## config.mk

```make
export PLATFORM = sky130hd
export DESIGN_NAME = softex_x_slicer
export DESIGN_NICKNAME = d
export VERILOG_FILES = /design/src/rtl/softex_pkg.sv /design/src/rtl/softex_x_slicer_next_idx.sv /design/src/rtl/softex_x_slicer.sv
export SDC_FILE = /design/constraint.sdc
export NUM_CORES = 1
export LEC_CHECK = 0
export CAP_MARGIN = 20
export CORE_MARGIN = 2
export CORE_UTILIZATION = 42
export CTS_CLUSTER_DIAMETER = 200
export DETAILED_ROUTE_END_ITERATION = 10
export PLACE_DENSITY = 0.81
export SLEW_MARGIN = 10
export SYNTH_ARGS = -nofsm -noshare
export SYNTH_HDL_FRONTEND = slang
export SYNTH_SLANG_ARGS = --single-unit
```

## constraint.sdc

```tcl
create_clock -name clk_i -period 3.22 [get_ports clk_i]
set_input_delay 0.322 -clock clk_i [delete_from_list [all_inputs] [get_ports clk_i]]
set_output_delay 0.322 -clock clk_i [all_outputs]
set_load 0.01 [all_outputs]
```

## src/rtl/softex_pkg.sv

```systemverilog
// Shared types for the softex x slicer: control/flag structs and FSM state encoding.
package softex_pkg;

    localparam int unsigned BUF_CNT_WIDTH = 8;
    localparam int unsigned X_NUM_SLICES  = 4;
    localparam int unsigned X_IDX_W       = $clog2(X_NUM_SLICES);

    typedef enum logic [1:0] {
        IDLE = 2'd0,
        RUN  = 2'd1,
        DONE = 2'd2
    } x_slicer_state_t;

    typedef struct packed {
        logic                     start;
        logic [BUF_CNT_WIDTH-1:0] num_beats;
    } x_slicer_ctrl_t;

    typedef struct packed {
        logic               busy;
        logic               done;
        logic [X_IDX_W-1:0] slice_idx;
    } x_slicer_flags_t;

endpackage

```

## src/rtl/softex_x_slicer_next_idx.sv

```systemverilog
// Priority search for the next slice above the current index with a nonzero strobe.
module softex_x_slicer_next_idx #(
    parameter int unsigned NUM_SLICES = 4,
    parameter int unsigned SSTRB_W    = 4,
    parameter int unsigned IDX_W      = $clog2(NUM_SLICES)
) (
    input  logic [NUM_SLICES-1:0][SSTRB_W-1:0] i_strb,
    input  logic [IDX_W-1:0]                   i_idx,
    output logic [IDX_W-1:0]                   o_next_idx,
    output logic                               o_last
);

    // Scan downwards so the lowest qualifying index wins.
    always_comb begin
        o_next_idx = '0;
        o_last     = 1'b1;
        for (int i = NUM_SLICES - 1; i >= 0; i--) begin
            if (i > int'(i_idx) && |i_strb[i]) begin
                o_next_idx = IDX_W'(i);
                o_last     = 1'b0;
            end
        end
    end

endmodule

```

## src/rtl/softex_x_slicer.sv

```systemverilog
// Serializes wide x beats into strobe-qualified slices and counts beats per job.
// Optional SOFTEX_X_SLICER_OUT_REG_EN adds a 1-entry output register (latency 1).
module softex_x_slicer
    import softex_pkg::*;
#(
    parameter int unsigned DATA_WIDTH  = 32,
    parameter int unsigned NUM_SLICES  = X_NUM_SLICES,
    parameter int unsigned SLICE_WIDTH = DATA_WIDTH / NUM_SLICES,
    parameter int unsigned CNT_WIDTH   = BUF_CNT_WIDTH
) (
    input  logic                      clk_i,
    input  logic                      rst_ni,
    input  logic                      clear_i,
    input  x_slicer_ctrl_t            ctrl_i,
    output x_slicer_flags_t           flags_o,
    input  logic                      buffer_valid_i,
    output logic                      buffer_ready_o,
    input  logic [DATA_WIDTH-1:0]     buffer_data_i,
    input  logic [DATA_WIDTH/8-1:0]   buffer_strb_i,
    output logic                      slice_valid_o,
    input  logic                      slice_ready_i,
    output logic [SLICE_WIDTH-1:0]    slice_data_o,
    output logic [SLICE_WIDTH/8-1:0]  slice_strb_o
);

    localparam int unsigned SSTRB_W = SLICE_WIDTH / 8;
    localparam int unsigned IDX_W   = $clog2(NUM_SLICES);

    x_slicer_state_t                       r_state;
    logic [CNT_WIDTH-1:0]                  r_cnt, r_num;
    logic [IDX_W-1:0]                      r_idx, w_next_idx;
    logic                                  w_last, w_cur_nz, w_run, w_sel_valid, w_sel_ready;
    logic                                  w_adv, w_in_hs, w_cnt_hit;
    logic [NUM_SLICES-1:0][SLICE_WIDTH-1:0] w_data_sl;
    logic [NUM_SLICES-1:0][SSTRB_W-1:0]     w_strb_sl;

    assign w_data_sl = buffer_data_i;
    assign w_strb_sl = buffer_strb_i;
    assign w_cur_nz  = |w_strb_sl[r_idx];

    softex_x_slicer_next_idx #(
        .NUM_SLICES (NUM_SLICES),
        .SSTRB_W    (SSTRB_W),
        .IDX_W      (IDX_W)
    ) u_next_idx (
        .i_strb     (w_strb_sl),
        .i_idx      (r_idx),
        .o_next_idx (w_next_idx),
        .o_last     (w_last)
    );

`ifdef SOFTEX_X_SLICER_OUT_REG_EN
    logic                   r_fin, r_ov;
    logic [SLICE_WIDTH-1:0] r_od;
    logic [SSTRB_W-1:0]     r_os;

    // After the last beat is taken, selection stops until the register drains.
    assign w_run       = (r_state == RUN) & ~clear_i & ~r_fin;
    assign w_sel_ready = ~r_ov | slice_ready_i;

    always_ff @(posedge clk_i or negedge rst_ni) begin
        if (!rst_ni) begin
            r_ov <= 1'b0;
            r_od <= '0;
            r_os <= '0;
        end else if (clear_i) begin
            r_ov <= 1'b0;
        end else if (w_sel_ready) begin
            r_ov <= w_sel_valid;
            r_od <= w_data_sl[r_idx];
            r_os <= w_strb_sl[r_idx];
        end
    end

    assign slice_valid_o = r_ov & ~clear_i;
    assign slice_data_o  = r_od;
    assign slice_strb_o  = r_os;
`else
    assign w_run       = (r_state == RUN) & ~clear_i;
    assign w_sel_ready = slice_ready_i;

    assign slice_valid_o = w_sel_valid;
    assign slice_data_o  = w_data_sl[r_idx];
    assign slice_strb_o  = w_strb_sl[r_idx];
`endif

    // Empty slices advance without waiting on the consumer.
    assign w_sel_valid    = w_run & buffer_valid_i & w_cur_nz;
    assign w_adv          = w_run & buffer_valid_i & (~w_cur_nz | w_sel_ready);
    assign w_in_hs        = w_adv & w_last;
    assign buffer_ready_o = w_in_hs;
    assign w_cnt_hit      = CNT_WIDTH'(r_cnt + 1'b1) == r_num;

    always_ff @(posedge clk_i or negedge rst_ni) begin
        if (!rst_ni) begin
            r_state <= IDLE;
            r_cnt   <= '0;
            r_num   <= '0;
            r_idx   <= '0;
`ifdef SOFTEX_X_SLICER_OUT_REG_EN
            r_fin   <= 1'b0;
`endif
        end else if (clear_i) begin
            r_state <= IDLE;
            r_cnt   <= '0;
            r_idx   <= '0;
`ifdef SOFTEX_X_SLICER_OUT_REG_EN
            r_fin   <= 1'b0;
`endif
        end else begin
            case (r_state)
                IDLE: begin
                    if (ctrl_i.start) begin
                        r_num   <= CNT_WIDTH'(ctrl_i.num_beats);
                        r_state <= (ctrl_i.num_beats == '0) ? DONE : RUN;
                    end
                end
                RUN: begin
                    if (w_in_hs) begin
                        r_idx <= '0;
                        if (w_cnt_hit) begin
                            r_cnt <= '0;
`ifdef SOFTEX_X_SLICER_OUT_REG_EN
                            r_fin <= 1'b1;
`else
                            r_state <= DONE;
`endif
                        end else begin
                            r_cnt <= r_cnt + 1'b1;
                        end
                    end else if (w_adv) begin
                        r_idx <= w_next_idx;
                    end
`ifdef SOFTEX_X_SLICER_OUT_REG_EN
                    if (r_fin && !r_ov) begin
                        r_fin   <= 1'b0;
                        r_state <= DONE;
                    end
`endif
                end
                DONE:    r_state <= IDLE;
                default: r_state <= IDLE;
            endcase
        end
    end

    assign flags_o.busy      = (r_state != IDLE);
    assign flags_o.done      = (r_state == DONE);
    assign flags_o.slice_idx = X_IDX_W'(r_idx);

endmodule

```

* Word level (Yosys, flattened, before mapping)
Cells that the tools add are included.
** Operators by class
- Equality and inequality tests :: 6
- Reduce and logical (&&, ||, !) cells :: 13
- Muxes and demuxes :: 24
- Bitwise logic cells :: 8
- Magnitude comparators :: 4
- Add/subtract/negate cells :: 1
** Operators with widths (number)
- 8-bit 2-to-1 mux :: 5
- 2-bit 2-to-1 mux :: 12
- 8-bit binary-select mux with 2-bit select :: 1
- 3-bit != test, second input constant :: 3
- 8-bit by 1-bit adder with 8-bit output, second input constant :: 1
- 8-bit equality test :: 1
- 8-bit zero test :: 1
- 3-bit AND reduction :: 2
- 2-bit nonzero test :: 3
- 1-bit AND :: 5
- 2-bit greater-than comparator, first input constant :: 2
- 1-bit 2-to-1 mux :: 4
- 2-bit case mux with 2 select lines :: 1
- 2-bit AND reduction :: 2
- 1-bit logical AND :: 3
- 2-bit by 3-bit less-than comparator with 1-bit output, second input constant :: 1
- 3-bit nonzero test :: 1
- 1-bit binary-select mux with 2-bit select :: 1
- 2-bit by 1-bit equality test with 1-bit output, second input constant :: 1
- 2-bit equality test, second input constant :: 1
- 1-bit by 2-bit greater-than comparator with 1-bit output, first input constant :: 1
- 2-bit zero test :: 1
- 1-bit NOT :: 2
- 1-bit bitwise OR :: 1
** Word-level totals
- Logic and storage cells :: 60
- Register bits :: 20

* Logic depth before layout (Yosys ltp)
- Depth after elaboration :: 9
- Depth in mapped cells :: 6

* Cells and area by module
Synthesis repeated with hierarchy kept, for this count alone.
** Unflattened totals
- Cells, all modules :: 142
- Area total of the unflattened synthesis :: 1497.7 µm²
** Modules (own cells, without submodules)
- softex_x_slicer :: area an instance 1432.6 µm², instances 1, seq. area each 500.5 µm², cells an instance 132
- softex_x_slicer_next_idx :: area an instance 65.1 µm², instances 1, seq. area each 0.0 µm², cells an instance 10

* Least setup slack after synthesis
Ideal clock, no wire load.
- Path type :: register -> register
- Start :: reg r_idx[0]
- End :: reg r_cnt[2]
- Path buffers :: 1
- Setup slack :: 785 ps
- Clock period less this slack :: 2435 ps
- Library setup time :: 78 ps
- Required time :: 3142 ps
- Cell stages (with the launch flop) :: 7
- Arrival time :: 2357 ps
- Cells stage by stage :: dfrtp_1 -> mux4_2 -> a2111oi_4 -> a31oi_1 -> buf_2 -> or3_1 -> a21oi_1
** On the way
- Cells in the longest elaborated chain, start to end :: 8
** Ends and longest elaborated chain
- start, declared :: line softex_x_slicer.sv:31 : logic [IDX_W-1:0] r_idx, w_next_idx;
- start signal, assigned :: line softex_x_slicer.sv:132 : r_idx <= w_next_idx;
- 1-bit binary-select mux with 2-bit select
- 1-bit 2-to-1 mux
- via slice_strb_o :: line softex_x_slicer.sv:23 : output logic [SLICE_WIDTH/8-1:0] slice_strb_o
- 1-bit NOT :: line softex_x_slicer.sv:89 : assign w_adv = w_run & buffer_valid_i & (~w_cur_nz | w_sel_ready);
- 1-bit bitwise OR :: line softex_x_slicer.sv:89
- 1-bit AND :: line softex_x_slicer.sv:89
- 1-bit AND :: line softex_x_slicer.sv:90 : assign w_in_hs = w_adv & w_last;
- 2-bit nonzero test (no source line)
- 2-bit AND reduction (no source line)
- end signal, assigned :: line softex_x_slicer.sv:129 : r_cnt <= r_cnt + 1'b1;
- end, declared :: line softex_x_slicer.sv:30 : logic [CNT_WIDTH-1:0] r_cnt, r_num;
The timed path passes the listed nets, and every way through them passes these cells. The select of a mux whose other input is x is not followed.
A chain may end at the register's enable or synchronous reset.

* Worst setup path in the final report
- Start :: in buffer_strb_i[3]
- End :: out buffer_ready_o
** On the way
- Cells in the longest elaborated chain, start to end :: 6
** Ends and longest elaborated chain
- start, declared :: line softex_x_slicer.sv:19 : input logic [DATA_WIDTH/8-1:0] buffer_strb_i,
- 1-bit binary-select mux with 2-bit select :: line softex_x_slicer.sv:39 : assign w_cur_nz = |w_strb_sl[r_idx];
- 1-bit 2-to-1 mux (implied by the code) :: line softex_x_slicer.sv:39
- 1-bit NOT :: line softex_x_slicer.sv:89
- 1-bit bitwise OR :: line softex_x_slicer.sv:89
- 1-bit AND :: line softex_x_slicer.sv:89
- 1-bit AND (*) :: line softex_x_slicer.sv:90
- end, declared :: line softex_x_slicer.sv:17 : output logic buffer_ready_o,
Mark *: on every way between the ends. The rest lies on a longest branch, timed or not. The select of a mux whose other input is x is not followed.

==> flow_metrics.py <==
metrics = {
    "sta": {
        "hold_viol_final": 0,
        "slew-limit-headroom": 0.3640,
        "grt_setup_unrepaired": "false",
        "layout_setup_ws_ps": 242.4,
        "fin_worst_hold_slack_ps": 511.5,
        "finalMaxSlewViolations": 0,
        "timing.fmax_mhz": 335.8,
        "final-setup-viol-count": 0,
        "worst-slew-pin-transition_ps": 949.5,
        "finalCritPeriodShare": 0.9247,
        "layout_min_cycle_time_ps": 2978,
        "finalSetupTns_ps": 0,
        "final.setup_skew_ps": 7.553,
    },
    "power": {
        "power.share.switching": 0.2452,
        "total_power_uw": 694.1,
        "pwr-share-comb": 0.285,
        "worst_ir_drop_vdd_mv": 0.1455,
        "sequentialPowerShare": 0.420,
        "power-per-cell-area_mw_per_mm2": 314.3,
        "total_leakage_power_nw": 0.8561,
        "power.share.clock": 0.294,
        "cell_internal_pwr_uw": 523.9,
        "power.switching_uw": 170.2,
    },
    "clock_tree": {
        "cts_sinks": 20,
        "cts_hold_buf": 0,
        "clockBufferDepth": 2,
        "clk_pin_slew_ps": 120,
        "cts_tree": "built",
        "numCtsBuffers": 3,
        "clk_latency_ps": 300,
        "ctsRootBufferMaster": "clkbuf_4",
        "ctsHtreeMaxLevel": 1,
    },
    "yosys": {
        "synth_seq_area_share": 0.3451,
        "mappedNetlistNets": 186,
        "postSynth.asyncResetShare": 1.000,
        "synth_cell_types": 42,
        "post_synth_top_area_cell": "dfrtp_1",
        "ys.flop_type": "dfrtp_1",
        "synth.avg_cell_area_um2": 10.74,
        "yosys.area.top_type_share": 0.3451,
        "synth_edf_count": 0,
        "synthesis.instances": 135,
        "leading_cell_types_by_total_area_after_synthesis": "dfrtp_1 (35%), mux4_2 (14%), mux2_2 (7.0%), a21oi_1 (4.5%), xor2_1 (3.0%)",
        "yosys_warnings": 0,
        "syn_area_mm2": 0.001450,
        "synth-seq-cells": 20,
    },
    "critical_path": {
        "critPathMostFrequentCell": "clkdlybuf4s50_1",
        "cp.depth": 6,
        "worstReg2RegStart": "r_idx[1]",
        "worst-endpoint-arrival_ps": 2660,
        "path_class": "input port to output pin",
        "timing.critical_path.cells": "clkdlybuf4s50_1 > mux4_2 > a2111oi_4 > nand3_1 > inv_1 > clkdlybuf4s50_1",
        "cpLargestDelayFamily": "buffers and inverters",
        "r2r.worst_path.cells": 6,
        "timing.critical_path.from": "buffer_strb_i[3]",
        "critical_path_buf_inv_count": 3,
        "critical_path_required_ps": 2900,
        "crit_path_end_kind": "output pin",
        "worstPathMaxFanout": 6,
        "critical_path.startpoint_type": "input port",
        "cpMaxStageDelayCell": "mux4_2",
        "cp_slowest_stage_delay_ps": 550,
    },
    "routing": {
        "detail-route-antenna-nets": 0,
        "routed_via_density": 5.680,
        "drcViolationCount": 0,
        "drtPass1Iterations": 4,
        "vias": 1403,
        "dr.first_iter.drc_count": 95,
        "wire_length_per_cell_after_detailed_routing_um": 16.35,
        "wl_mm": 4.039,
    },
    "status": {
        "outcome": "completed",
    },
    "floorplanning": {
        "fp.dieW_um": 62.76,
        "floorplan.io_pins": 65,
        "initial_util": 0.4346,
        "fp.dieArea_mm2": 0.003939,
        "die_height_um": 62.76,
        "core_region_area_mm2": 0.003337,
        "floorplan.rows": 21,
    },
    "final_layout": {
        "antennaDiodeCount": 0,
        "post_layout_nonfiller_instances": 247,
        "area_growth_syn_to_layout_pct": 52.29,
        "num-nets-final": 253,
        "layout-drive-gt1-share": 0.1542,
    },
    "global_routing": {
        "grt_pass1_wl_mm": 6.762,
        "grt_pass1_vias": 1479,
        "gr-total-overflow": 0,
        "grt_start_max_net_pins": 21,
        "grtUsageTotal": 0.2185,
        "number_of_antenna_violations_at_the_first_check_in_global_routing": 0,
    },
    "flow_run": {
        "max_cap_viol_count": 0,
    },
    "placement": {
        "dp_worst_setup_slack_ps": 236.8,
        "dpl.hpwl_mm": 3.346,
        "placed_cells": 243,
        "io_buffers": 64,
        "routabilityCongestion": 0.8535,
    },
    "min_path": {
        "timing.hold.worst.class": "input port to asynchronous set/reset pin",
    },
}
[cell usage in the layout (no fill, tap or decap), drive strengths merged, types with 3 or more instances in the layout]
master and instances:
nor2b 3, inv 5, clkbuf 3, nand2 6, nand3 5, o31ai 4
clkdlybuf4s50 64, buf 4, dfrtp 20, or3 4, mux4 9, a21oi 13
nand2b 3, mux2 9, o21ai 5, xor2 5, and3 6
[stage by stage]
step,utilization,instance area [um2]
finish,0.6618,2208
global route,0.6618,2208
CTS,0.6614,2207
floorplan,-,1450
detailed placement,0.6457,2155
global placement,0.6457,2155
[final cells by class]
cell class	count	area (um2)
fillers	255	1129
clock inverters	1	30.03
multi-input cells	104	907.1
clock buffers	3	22.52
repair buffers	68	670.6
well taps	46	57.56
flip-flops and latches	20	501.7
inverters	5	18.77
[cells in the mapped netlist, types with 4 or more instances]
cell type and number:
o31ai_1 4, clkbuf_1 4, a21oi_1 13, or3_1 4, nand3_1 5, mux4_2 9
xor2_1 5, o21ai_0 5, nand2_1 6, dfrtp_1 20, inv_1 5, mux2_2 9
and3_1 6
[timing repair]
action / 4_1_cts / 5_1_grt
setup buffers: 0 / 0
resized for setup: 0 / 1
setup endpoints to repair: 0 / 1
endpoints found under the hold margin: 0 / 0
[per-layer routing]
| layer | vias up | part of all wire | global-route usage |
|---|---|---|---|
| met1 | 672 | 0.37 | 0.2447 |
| met2 | 64 | 0.53 | 0.3978 |
| met5 | - | 0 | 0 |
| met3 | 12 | 0.062 | 0.02523 |
| met4 | 0 | 0.034 | 0.1278 |
| li1 | 655 | - | - |
[final timing paths]
kind	slack [ps]	to
max	240	buffer_ready_o
min	510	r_cnt[2]
max reg2reg	630	r_cnt[5]
min reg2reg	550	r_num[1]
max in group asynchronous	2100	r_idx[1]
min in group clk_i	550	r_num[1]
[cell families (layout without fill, tap and decap cells)]
logic type | count (synthesis) | in the layout | share of synthesized area
AND/OR/NAND/NOR | 39 | 39 | 0.1622
XOR/XNOR | 8 | 8 | 0.05867
flip-flops | 20 | 20 | 0.3451
buffers and inverters | 11 | 77 | 0.02933
AO/OA/AOI/OAI | 38 | 38 | 0.1864
adder cells (fa/ha/maj) | 1 | 1 | 0.008627
multiplexers | 18 | 18 | 0.2097
[worst register-to-register path, cell delays in order (launching register included)]
cell and delay, ps:
dfrtp_2 580, mux4_2 410, a2111oi_4 390, buf_4 200, a31oi_1 310, or4_1 500, a21oi_1 150
[power groups by stage]
stage / registers [mW] / clock network [mW] / logic, mW
floorplan: 0.291 / 0 / 0.0925
CTS: 0.292 / 0.209 / 0.199
finish: 0.292 / 0.204 / 0.198
global route: 0.295 / 0.222 / 0.214
global placement: 0.296 / 0 / 0.194
detailed placement: 0.297 / 0 / 0.198
[sequential cells by signal, summed over array words and instances, names as in the netlist]
signal,cells
r_idx,2
r_state,2
r_num,8
r_cnt,8
Power figures use the tool's default switching activity.
